==> src/rtl/iter_multiplier.sv <==
// Iterative shift-add multiplier for the execute stage (MUL / SMULH / UMULH).
// One multiplier bit is consumed per clock. Signed operands are reduced to
// magnitudes on acceptance, and the sign is reapplied to the full 2N-bit product.
module iter_multiplier #(
    parameter int REGISTER_LENGTH = 64
) (
    input  logic                       clk_i,
    input  logic                       rst_i,
    input  logic                       start_i,
    input  logic                       signed_i,
    input  logic [REGISTER_LENGTH-1:0] a_i,
    input  logic [REGISTER_LENGTH-1:0] b_i,
    output logic                       ready_o,
    output logic                       valid_o,
    output logic [REGISTER_LENGTH-1:0] result_o,
    output logic [REGISTER_LENGTH-1:0] result_hi_o
);

    localparam int N  = REGISTER_LENGTH;
    localparam int CW = $clog2(N);
    localparam logic [CW-1:0] LAST_ITER = CW'(N - 1);

    typedef enum logic [1:0] {
        IDLE = 2'd0,
        BUSY = 2'd1,
        DONE = 2'd2
    } state_t;

    state_t state_q, state_d;

    // The magnitude of the most-negative value is 2^(N-1), which still fits
    // in N unsigned bits, so negating in place is exact.
    function automatic logic [N-1:0] magnitude(input logic [N-1:0] x, input logic is_signed);
        logic signed [N-1:0] sx;
        sx = x;
        if (is_signed && x[N-1])
            return N'(-sx);
        return x;
    endfunction

    // Applies the product sign as a two's-complement negation over 2N bits.
    function automatic logic [2*N-1:0] apply_sign(input logic [2*N-1:0] p, input logic neg);
        logic signed [2*N-1:0] sp;
        sp = p;
        if (neg)
            return (2*N)'(-sp);
        return p;
    endfunction

    logic          sign_a_q, sign_b_q;
    logic [N-1:0]  mcand_q, mplier_q;
    logic [2*N-1:0] acc_q;
    logic [CW-1:0] cnt_q;

    logic [N:0]     add_sum;
    logic [2*N-1:0] acc_next;

    // One shift-add step: conditional add into the upper half with carry kept,
    // then the whole accumulator shifts right by one.
    always_comb begin
        add_sum  = {1'b0, acc_q[2*N-1:N]} + (mplier_q[0] ? {1'b0, mcand_q} : {(N+1){1'b0}});
        acc_next = {add_sum, acc_q[N-1:1]};
    end

    // State register.
    always_ff @(posedge clk_i) begin
        if (rst_i)
            state_q <= IDLE;
        else
            state_q <= state_d;
    end

    // Next-state logic; DONE always lasts exactly one cycle.
    always_comb begin
        state_d = state_q;
        case (state_q)
            IDLE:    if (start_i) state_d = BUSY;
            BUSY:    if (cnt_q == LAST_ITER) state_d = DONE;
            DONE:    state_d = IDLE;
            default: state_d = IDLE;
        endcase
    end

    // Operand capture, iteration and result loading.
    always_ff @(posedge clk_i) begin
        if (rst_i) begin
            sign_a_q    <= 1'b0;
            sign_b_q    <= 1'b0;
            mcand_q     <= '0;
            mplier_q    <= '0;
            acc_q       <= '0;
            cnt_q       <= '0;
            result_o    <= '0;
            result_hi_o <= '0;
        end else begin
            case (state_q)
                IDLE: begin
                    if (start_i) begin
                        sign_a_q <= signed_i & a_i[N-1];
                        sign_b_q <= signed_i & b_i[N-1];
                        mcand_q  <= magnitude(a_i, signed_i);
                        mplier_q <= magnitude(b_i, signed_i);
                        acc_q    <= '0;
                        cnt_q    <= '0;
                    end
                end
                BUSY: begin
                    acc_q    <= acc_next;
                    mplier_q <= mplier_q >> 1;
                    cnt_q    <= cnt_q + 1'b1;
                    if (cnt_q == LAST_ITER)
                        {result_hi_o, result_o} <= apply_sign(acc_next, sign_a_q ^ sign_b_q);
                end
                default: ;
            endcase
        end
    end

    assign ready_o = (state_q == IDLE);
    assign valid_o = (state_q == DONE);

endmodule
==> config.mk <==
export PLATFORM = sky130hd
export DESIGN_NAME = iter_multiplier
export DESIGN_NICKNAME = d
export VERILOG_FILES = /design/src/rtl/iter_multiplier.sv
export SDC_FILE = /design/constraint.sdc
export NUM_CORES = 1
export LEC_CHECK = 0
export BUFFER_PORTS_ARGS = -buffer_cell sky130_fd_sc_hd__buf_2
export CORE_MARGIN = 4
export CORE_UTILIZATION = 54
export DETAILED_ROUTE_END_ITERATION = 12
export GPL_ROUTABILITY_DRIVEN = 1
export PLACE_DENSITY = 0.76
export SYNTH_ARGS = -nofsm -noshare
export SYNTH_HDL_FRONTEND = slang
export SYNTH_SLANG_ARGS = --single-unit
==> constraint.sdc <==
create_clock -name clk_i -period 4.1 [get_ports clk_i]
set_input_delay 0 -clock clk_i [delete_from_list [all_inputs] [get_ports clk_i]]
set_output_delay 0 -clock clk_i [all_outputs]
set_load 0.02 [all_outputs]
==> metrics.md <==
| Metric | Value |
|---|---|
| Hold crit path type | `primary input to flip-flop` |
| Vias in the first global route | `27.8k` |
| Clk_skew | `25.7 ps` |
| Global Route met2 Usage | `59.6%` |
| Final ANT Viol Nets | `0` |
| Post-synth EDFFs | `0` |
| Hold Crit Endpoint | `acc_q[78]` |
| Skew-Pair Late Insertion Delay | `610 ps` |
| FF+latch count, synth | `393` |
| Hold_ws | `129 ps` |
| DR iter-0 viols | `3,460` |
| Initial Util | `54.6%` |
| Top delay family on crit path | `compound AO/OA/AOI/OAI gates` |
| # Max-Cap Violations | `0` |
| Crit path depth | `17` |
| Synth Instances | `3,322` |
| Slowest stage delay, CP | `430 ps` |
| Htree depth | `2` |
| CORE AREA | `45,300 um^2` |
| Worst Path Buf+Inv | `3` |
| Worst-Margin Slew | `1170 ps` |
| Clock Path Buffers | `3` |
| Net switching power figure | `2.89 mW` |
| CTS buffer count | `43` |
| GR met1 Demand/Resource | `51.1%` |
| Setup-failing EPs final | `30` |
| Vias/cell | `6.26` |
| Layout cell share with drive strength beyond 1 | `28.3%` |
| Final setup margin | `-281 ps` |
| Placer Congestion | `1.03` |
| Net Count, Synth | `3,523` |
| GR Util met3 | `6.53%` |
| Top cells by area, synth | `dfxtp_1, a21oi_1, nor2_1` |
| CP Capture Type | `flip-flop` |
| Int Pwr | `7.23 mW` |
| Post-Syn Area | `24,700 um^2` |
| Slew Viols, Final | `0` |
| Total grt overflow | `0` |
| Lkg Pwr | `13.9 nW` |
| Combinational share of power | `19.2%` |
| R2r endpoint | `result_hi_o[53]` |
| Worst r2r src | `mplier_q[0]` |
| DP Wirelength | `66,700 um` |
| CTS sink count | `393` |
| First-pass DRT Iterations | `7` |
| Vias | `29.6k` |
| Synth async-reset ratio | `0%` |
| RSZ-0062 raised after global routing | `yes` |
| Worst hold start | `start_i` |
| CP startpoint | `mplier_q[0]` |
| Worst path required time | `4600 ps` |
| Most crowded layer after global routing | `met2` |
| Die W | `222 um` |
| Worst VDD drop | `0.317 mV` |
| Remaining routing DRC violations | `0` |
| WL/cell | `20.9 um` |
| Register area share after synthesis | `31.8%` |
| Final Util | `78.0%` |
| Rows | `78` |
| Max FO, Critical Path | `5` |
| Critical path launch point type | `flip-flop` |
| Post-synth top area share | `31.8%` |
| Initial antenna violation count | `1` |
| Maximum clock rate | `228 MHz` |
| Clock share of power | `41.0%` |
| Syn avg cell area | `7.44 um^2` |
| WHS Path Cells | `5` |
| Max_slew headroom | `22.1%` |
| CTS Root Cell | `clkbuf_16` |
| Final worst path period share | `107%` |
| CTS tree | `yes` |
| Global-route wire length before repair | `150,000 um` |
| Slowest cell on crit path | `or3_4` |
| Area Growth Syn to Fin | `42.9%` |
| Port Buf Inserts | `261` |
| Yosys warnings | `0` |
| CP Cell Sequence | `bufbuf_16 -> and2_1 -> ha_4 -> a21oi_1 -> o21ai_1 -> a22oi_2 -> and2_4 -> buf_4 -> a211oi_1 -> a311o_1 -> or3_4 -> nor4_4 -> buf_4 -> and3_4 -> a21oi_1 -> xnor2_1 -> a211oi_1` |
| Crit path kind | `flip-flop to flip-flop` |
| Run status | `finished, violations left` |
| Sw Share | `28.5%` |
| CP arrival | `4880 ps` |
| Commonest non-fill, non-tap cell in the layout | `buf_4` |
| Worst r2r path cells | `17` |
| Nets | `4,297` |
| Final min period | `4380 ps` |
| P per Cell Area | `286 nW/um^2` |
| Largest net degree at the start of global routing | `224` |
| Register share of total power | `39.8%` |
| Routed WL | `98,800 um` |
| Most frequent cells in the layout | `buf_4, dfxtp_1, nor2_1` |
| GRT Overall Usage | `36.9%` |
| Hold Vio Cnt, Final | `0` |
| Primary FF master, synth | `dfxtp_1` |
| Register-to-register setup slack | `-280 ps` |
| Unique masters post-synth | `88` |
| Die H | `222 um` |
| Clk slew on worst S/H paths | `70 ps` |
| Die ar. | `49,200 um^2` |
| IO Count | `262` |
| Synth area leader | `dfxtp_1` |
| Failing checks | `setup timing` |
==> area by class of cell <==
cell class	count	area, um^2
diodes	1	2.50
clock buffers	56	1160
clock inverters	23	343
fillers	3128	9970
inverters	37	139
multi-input cells	2661	17800
flip-flops and latches	393	7870
well taps	600	751
repair buffers	960	7280
==> how the worst max path moves through the flow <==
stage / to / slack (ps)
after floorplan: result_hi_o[47] / 10
after global placement: result_hi_o[59] / -570
after detailed placement: result_hi_o[59] / -530
after CTS: result_hi_o[59] / -100
after global routing: result_hi_o[61] / -350
final: result_hi_o[53] / -280
==> flip-flops by register name, indices dropped and copies added, names as in the netlist <==
| register | flops |
|---|---|
| acc_q | 127 |
| cnt_q | 6 |
| mcand_q | 64 |
| mplier_q | 64 |
| result_hi_o | 64 |
| result_o | 64 |
| sign_a_q | 1 |
| sign_b_q | 1 |
| state_q | 2 |
==> logic make-up (layout without fill, tap and decap cells) <==
family,count (synthesis),in the layout,synth area share (%)
mux,7,7,0.294
xor+xnor,259,259,9.18
compound gates,1010,1010,25.7
other cells,0,1,0
fa+ha+maj,69,69,3.52
buf+inv,268,1076,4.13
simple gates,1316,1316,25.3
flops,393,393,31.8
==> repair_timing <==
| item | 4_1_cts | 5_1_grt |
|---|---|---|
| gates resized for setup | 211 | 176 |
| hold buffers | 178 | 0 |
| cloned | 4 | 2 |
| pin swaps | 50 | 78 |
| endpoints found under the setup margin | 41 | 51 |
| endpoints found under the hold margin | 202 | 0 |
| setup buffers | 19 | 34 |
==> synth_stat cells (all sizes together), types with 15 or more instances <==
| library cell | number |
|---|---|
| dfxtp | 393 |
| a21oi | 378 |
| nor2 | 377 |
| nand2 | 374 |
| clkbuf | 200 |
| o21ai | 157 |
| nand3 | 147 |
| a211oi | 145 |
| xnor2 | 137 |
| xor2 | 122 |
| and2 | 93 |
| nor3 | 80 |
| a22oi | 77 |
| ha | 68 |
| or3 | 53 |
| a31oi | 45 |
| nand4 | 39 |
| o31ai | 39 |
| inv | 37 |
| nor4 | 36 |
| buf | 31 |
| a21o | 30 |
| a311oi | 29 |
| or4 | 22 |
| and3 | 20 |
| nand2b | 18 |
| o41ai | 16 |
| o21a | 15 |
==> layer usage <==
| layer | share of wire [%] | vias to the layer above |
|---|---|---|
| li1 | - | 13593 |
| met1 | 42 | 14108 |
| met2 | 45 | 1608 |
| met3 | 9.3 | 314 |
| met4 | 3.7 | 0 |
| met5 | 0 | - |
==> tightest hold or removal path, cell delays in order <==
cell and delay (ps):
buf_2 140, and2_4 220, nor2_4 120, a22oi_1 150
nor2_1 50
==> power by group through the flow <==
stage | clock, mW | combinational (mW) | sequential, mW
finish | 4.14 | 1.94 | 4.03
global placement | 0 | 1.46 | 4.09
CTS | 4.17 | 1.76 | 4.02
global route | 4.34 | 2.06 | 4.03
floorplan | 0 | 0.906 | 4.06
detailed placement | 0 | 1.49 | 4.10
==> metrics by stage <==
stage               power [mW]  setup slack, ps  setup TNS, ps  cell area, um^2  cells
global placement          5.56             -570          -8160            29500   4414
floorplan                 4.96             10.2              0            24700   3322
global route              10.4             -353          -8520            35300   4731
CTS                       9.95            -95.8           -326            34200   4694
finish                    10.1             -281          -5440            35300   4731
detailed placement        5.59             -534          -8860            29500   4414
Note: power is estimated with default switching activity, not from simulation.
